--- src/rtl/mdu_hilo.sv ---
// Iterative multiply/divide unit with HI/LO registers, one step per clock.
// Define MDU_DIV0_FLAG_EN to add the sticky div0 output.
module mdu_hilo #(
   parameter int DATA_W = 32
) (
   input  logic              clk,
   input  logic              reset,
   input  logic              start,
   input  logic [1:0]        op,
   input  logic [DATA_W-1:0] rs_data,
   input  logic [DATA_W-1:0] rt_data,
   input  logic              mthi,
   input  logic              mtlo,
   input  logic [DATA_W-1:0] wr_data,
   output logic              busy,
   output logic              done,
   output logic [DATA_W-1:0] hi,
   output logic [DATA_W-1:0] lo
`ifdef MDU_DIV0_FLAG_EN
   ,
   output logic              div0
`endif
);

   localparam int CW = (DATA_W > 1) ? $clog2(DATA_W) : 1;
   localparam logic [CW-1:0] LAST = CW'(DATA_W - 1);

   typedef enum logic [1:0] {
      S_IDLE,
      S_RUN,
      S_FIX
   } state_t;

   state_t state_q, state_d;

   logic [CW-1:0]       cnt_q, cnt_d;
   logic [2*DATA_W-1:0] p_q, p_d;
   logic [DATA_W-1:0]   a_q, a_d;
   logic [DATA_W-1:0]   b_q, b_d;
   logic [DATA_W-1:0]   hi_q, hi_d;
   logic [DATA_W-1:0]   lo_q, lo_d;
   logic                div_q, div_d;
   logic                sa_q, sa_d;
   logic                sb_q, sb_d;
   logic                done_q, done_d;
   logic                div0_q, div0_d;

   logic                sgn_a, sgn_b;
   logic [DATA_W-1:0]   abs_a, abs_b;
   logic [DATA_W:0]     mul_sum;
   logic [DATA_W:0]     rem_sh;
   logic [DATA_W:0]     diff;
   logic                q_bit;
   logic [DATA_W-1:0]   new_rem;
   logic [2*DATA_W-1:0] prod_fix;
   logic [DATA_W-1:0]   quo_fix;
   logic [DATA_W-1:0]   rem_fix;
   logic [DATA_W-1:0]   a_raw;
   logic                b_zero;

   assign sgn_a = ~op[0] & rs_data[DATA_W-1];
   assign sgn_b = ~op[0] & rt_data[DATA_W-1];
   assign abs_a = sgn_a ? -rs_data : rs_data;
   assign abs_b = sgn_b ? -rt_data : rt_data;

   // Multiply: p = {acc, multiplier}, add multiplicand then shift right.
   assign mul_sum = {1'b0, p_q[2*DATA_W-1:DATA_W]}
                  + (p_q[0] ? {1'b0, a_q} : '0);

   // Divide: p = {remainder, dividend/quotient}, restoring step.
   assign rem_sh  = {p_q[2*DATA_W-1:DATA_W], p_q[DATA_W-1]};
   assign diff    = rem_sh - {1'b0, b_q};
   assign q_bit   = ~diff[DATA_W];
   assign new_rem = q_bit ? diff[DATA_W-1:0] : rem_sh[DATA_W-1:0];

   assign prod_fix = (sa_q ^ sb_q) ? -p_q : p_q;
   assign quo_fix  = (sa_q ^ sb_q) ? -p_q[DATA_W-1:0] : p_q[DATA_W-1:0];
   assign rem_fix  = sa_q ? -p_q[2*DATA_W-1:DATA_W]
                          : p_q[2*DATA_W-1:DATA_W];
   // Negating |rs| restores the raw operand, including the most negative value.
   assign a_raw    = sa_q ? -a_q : a_q;
   assign b_zero   = (b_q == '0);

   always_comb begin
      state_d = state_q;
      cnt_d   = cnt_q;
      p_d     = p_q;
      a_d     = a_q;
      b_d     = b_q;
      hi_d    = hi_q;
      lo_d    = lo_q;
      div_d   = div_q;
      sa_d    = sa_q;
      sb_d    = sb_q;
      done_d  = 1'b0;
      div0_d  = div0_q;
      case (state_q)
         S_IDLE: begin
            if (start) begin
               sa_d    = sgn_a;
               sb_d    = sgn_b;
               a_d     = abs_a;
               b_d     = abs_b;
               div_d   = op[1];
               p_d     = op[1] ? {{DATA_W{1'b0}}, abs_a}
                               : {{DATA_W{1'b0}}, abs_b};
               cnt_d   = '0;
               div0_d  = 1'b0;
               state_d = S_RUN;
            end else begin
               if (mthi) hi_d = wr_data;
               if (mtlo) lo_d = wr_data;
            end
         end
         S_RUN: begin
            if (div_q) begin
               p_d = {new_rem, p_q[DATA_W-2:0], q_bit};
            end else begin
               p_d = {mul_sum, p_q[DATA_W-1:1]};
            end
            cnt_d = cnt_q + 1'b1;
            if (cnt_q == LAST) state_d = S_FIX;
         end
         S_FIX: begin
            if (div_q && b_zero) begin
               hi_d   = a_raw;
               lo_d   = '1;
               div0_d = 1'b1;
            end else if (div_q) begin
               hi_d = rem_fix;
               lo_d = quo_fix;
            end else begin
               {hi_d, lo_d} = prod_fix;
            end
            done_d  = 1'b1;
            state_d = S_IDLE;
         end
         default: state_d = S_IDLE;
      endcase
   end

   always_ff @(posedge clk) begin
      if (reset) begin
         state_q <= S_IDLE;
         cnt_q   <= '0;
         p_q     <= '0;
         a_q     <= '0;
         b_q     <= '0;
         hi_q    <= '0;
         lo_q    <= '0;
         div_q   <= 1'b0;
         sa_q    <= 1'b0;
         sb_q    <= 1'b0;
         done_q  <= 1'b0;
         div0_q  <= 1'b0;
      end else begin
         state_q <= state_d;
         cnt_q   <= cnt_d;
         p_q     <= p_d;
         a_q     <= a_d;
         b_q     <= b_d;
         hi_q    <= hi_d;
         lo_q    <= lo_d;
         div_q   <= div_d;
         sa_q    <= sa_d;
         sb_q    <= sb_d;
         done_q  <= done_d;
         div0_q  <= div0_d;
      end
   end

   assign busy = (state_q != S_IDLE);
   assign done = done_q;
   assign hi   = hi_q;
   assign lo   = lo_q;

`ifdef MDU_DIV0_FLAG_EN
   assign div0 = div0_q;
`else
   logic unused_div0;
   assign unused_div0 = div0_q;
`endif

endmodule

--- config.mk ---
export PLATFORM = sky130hd
export DESIGN_NAME = mdu_hilo
export DESIGN_NICKNAME = d
export VERILOG_FILES = /design/src/rtl/mdu_hilo.sv
export SDC_FILE = /design/constraint.sdc
export NUM_CORES = 1
export LEC_CHECK = 0
export CAP_MARGIN = 5
export CORE_ASPECT_RATIO = 1.1
export CORE_UTILIZATION = 58
export DETAILED_ROUTE_END_ITERATION = 16
export GPL_TIMING_DRIVEN = 0
export HOLD_SLACK_MARGIN = 0.05
export PLACE_DENSITY = 0.82
export SYNTH_ARGS = -nofsm -noshare
export SYNTH_HDL_FRONTEND = slang
export SYNTH_SLANG_ARGS = --single-unit
--- constraint.sdc ---
create_clock -name clk -period 4.6 [get_ports clk]
set_clock_uncertainty 0.15 [all_clocks]
set_input_delay 0.46 -clock clk [delete_from_list [all_inputs] [get_ports clk]]
set_output_delay 0.46 -clock clk [all_outputs]
set_load 0.05 [all_outputs]
==> summary.txt <==
Port Buf Inserts: 167
Diodes inserted: 0
Critical path origin: p_q[32]
Worst Hold Path EP: lo[26]
Dpl cells: 2644
Post-DR vias/cell: 6.71
DP HPWL: 51500 um
Max Fanout on Critical Path: 10
Power per cell area: 299 nW/um^2
Layout Area Growth over Synthesis: 17.9%
Multi-input logic area: 11000 sq um
Worst-margin pin slew: 1.02 ns
Pin count of the biggest net entering global routing: 13
Crit-path max cell delay: 0.46 ns
Total Routing Usage GR: 44.7%
Maximum VDD drop: 0.346 mV
Largest area contributor in the netlist: dfxtp_1
Worst skew pair latency: 0.54 ns
Setup crit start kind: flip-flop
Clk sink count: 203
Synth Register Bits: 203
Vias in the first global route: 16900
Core area: 26900 sq um
Area after DPL: 18000 sq um
Setup Slack @ Placement: -0.0818 ns
Layout cells sized above 1: 2.84%
Sequential area share after synthesis: 25.7%
Yosys cell types: 75
Crit path max-delay family: compound AO/OA/AOI/OAI gates
Number of buffers created by CTS: 23
Slowest-stage cell, CP: fa_1
Dominant cells by area after synthesis: dfxtp_1 26%, xnor2_1 6.4%, a21oi_1 5.9%
Synth Cell Area: 15800 sq um
Setup TNS: 0 ns
Capturing point of the worst reg2reg path: p_q[0]
Post-Syn Instances: 2119
RSZ-0062 raised after global routing: false
Setup ws final: 0.161 ns
Rel. slew slack: 32.0%
Fin. Hold Viols: 0
Setup CP Type: reg2reg
Initial antenna violation count: 0
WP data arrival: 4.72 ns
Max H-tree Level: 1
Boundary Pins: 169
Syn_nets: 2295
Drt total wl: 64100 um
Crit. End Element: flip-flop
Yosys warning count: 0
Fillers: 2312
Buf/Inv on CP: 3
Max-cap violations: 0
CTS tree: built
Drt pass-1 iters: 7
Ys flop type: dfxtp_1
Die ar.: 28000 sq um
Final setup vio count: 0
Tcrit/Tclk final: 96.5%
Final Slew Violations: 0
WHS Path Cells: 2
Non-Filler Instances: 2682
Crit-path cells: clkbuf_1, inv_1, fa_1, nand2b_1, a21oi_1, o21ai_0, and2_1, o221ai_1, o21ai_0, xnor2_2, buf_2, nand2_1, a221oi_1
Yosys top cell area share: 25.7%
Ys async rst share: 0%
Leakage: 6.92 nW
R2R setup slack: 0.16 ns
Die Wd: 160 um
Initial Util: 58.9%
Die Ht: 175 um
Design area: 18700 sq um
Detailed-route via count: 18000
NumNets Final: 2487
Post-Synthesis Mean Instance Area: 7.47 sq um
Row count: 63
DR iter-0 viols: 2238
Worst Hold Class: reg2reg
Reg clk slew, reported paths: 0.06 ns
Total grt overflow: 0
Avg WL per Cell: 23.9 um
CTS root buf: clkbuf_16
WP data required: 4.88 ns
First-pass GRT wire length: 96200 um
Residual DRC: 0
Cell mode on critical path: o21ai_0
FF+latch area: 4060 sq um
Max Root-Sink Buffers: 3
Status: finished, final reports clean
Final ANT Viol Nets: 0
Hold buffers post-CTS: 0
Post-layout min period: 4.44 ns
Number of flops mapped to enable cells by yosys: 0
Max Clk Rate: 225 MHz
Hold Path Origin: lo[26]
Pwr Total: 5.57 mW
R2R depth: 13
Reg2reg start: p_q[32]
GP Congestion: 1.16
per-layer routing:
layer	up-vias	global-route usage, %	routed length [um]
met3	321	9.66	7120
met1	8386	55.1	24100
met4	0	32.6	5380
li1	8112	-	-
met2	1173	69.0	27500
met5	-	0	0
sequential cells by signal, summed over array words and instances (netlist names):
register,cells
cnt_q,5
a_q,32
state_q,2
hi,32
div_q,1
lo,32
done,1
p_q,64
sb_q,1
b_q,32
sa_q,1
worst max-delay path by stage:
| stage | to | depth (start not counted) | slack [ns] |
|---|---|---|---|
| 2_1_floorplan | p_q[61] | 17 | 1.10 |
| 4_1_cts | p_q[0] | 13 | 0.12 |
| 6_report | p_q[0] | 13 | 0.16 |
| 3_3_place_gp | p_q[61] | 17 | -0.03 |
| 5_1_grt | p_q[0] | 13 | 0.006 |
| 3_5_place_dp | p_q[61] | 17 | -0.08 |
cell type report:
cell class              count  area share [%]
inverters                  59            1.19
multi-input cells        1716            59.1
repair buffers            168            9.00
clock buffers              31            3.30
plain buffers             140            2.86
clock inverters             8           0.402
well taps                 357            2.39
flip-flops and latches    203            21.8
worst min-delay path, cell delays in order (launching register included):
cell,delay (ns)
dfxtp_1,0.31
nand2_1,0.05
a21oi_1,0.05
cells by family (layout without fill, tap and decap cells):
kind of cell    Yosys count  after routing  share of synthesized area, %
flops                   203            203                          25.7
xor+xnor                205            205                          11.3
buf+inv                 200            406                          4.78
fa+ha+maj                73             73                          5.87
simple gates            720            720                          21.6
mux                      57             57                          3.61
compound gates          661            661                          27.1
per-stage QoR:
step,hold WS (ns),utilization (%)
after floorplan,0.286,-
after global routing,0.321,69.4
after CTS,0.302,69.4
final,0.302,69.4
after global placement,0.293,66.8
after detailed placement,0.297,66.8
cells in the final DEF (no fill, tap or decap), types with 29 or more instances in the layout:
| master | synthesis | layout |
|---|---|---|
| xor2_1 | 90 | 90 |
| ha_1 | 71 | 71 |
| nor3_1 | 51 | 51 |
| a21oi_1 | 188 | 188 |
| dfxtp_1 | 203 | 203 |
| nand2b_1 | 34 | 34 |
| o221ai_1 | 39 | 39 |
| clkbuf_1 | 127 | 132 |
| inv_1 | 59 | 59 |
| o31ai_1 | 30 | 30 |
| clkdlybuf4s50_1 | 0 | 167 |
| o21ai_0 | 131 | 131 |
| and2_1 | 41 | 41 |
| nor2_1 | 242 | 242 |
| mux2i_1 | 56 | 56 |
| a211oi_1 | 99 | 99 |
| nand2_1 | 187 | 187 |
| nand3_1 | 29 | 29 |
| xnor2_1 | 115 | 114 |
synth_stat cells, drive strengths merged, types with 16 or more instances:
| library cell | count |
|---|---|
| a211oi | 99 |
| a21oi | 188 |
| a22oi | 20 |
| a311oi | 16 |
| a31oi | 19 |
| and2 | 43 |
| clkbuf | 127 |
| dfxtp | 203 |
| ha | 71 |
| inv | 59 |
| mux2i | 56 |
| nand2 | 187 |
| nand2b | 34 |
| nand3 | 29 |
| nor2 | 242 |
| nor2b | 20 |
| nor3 | 52 |
| nor4 | 27 |
| o21ai | 133 |
| o221ai | 39 |
| o31ai | 31 |
| o41ai | 18 |
| or3 | 22 |
| or4 | 17 |
| xnor2 | 115 |
| xor2 | 90 |
power breakdown:
part           switching [mW]  internal (mW)  total, mW
registers               0.166           1.88       2.04
logic                    1.12          0.635       1.76
clock network           0.776          0.994       1.77
repair_timing:
item / 4_1_cts / 5_1_grt
gates cloned: 0 / 0
gates resized for setup: 1 / 1
pin swaps: 0 / 0
setup buffers: 0 / 0
setup endpoints to repair: 1 / 28
Note: power is estimated with default switching activity, not from simulation.
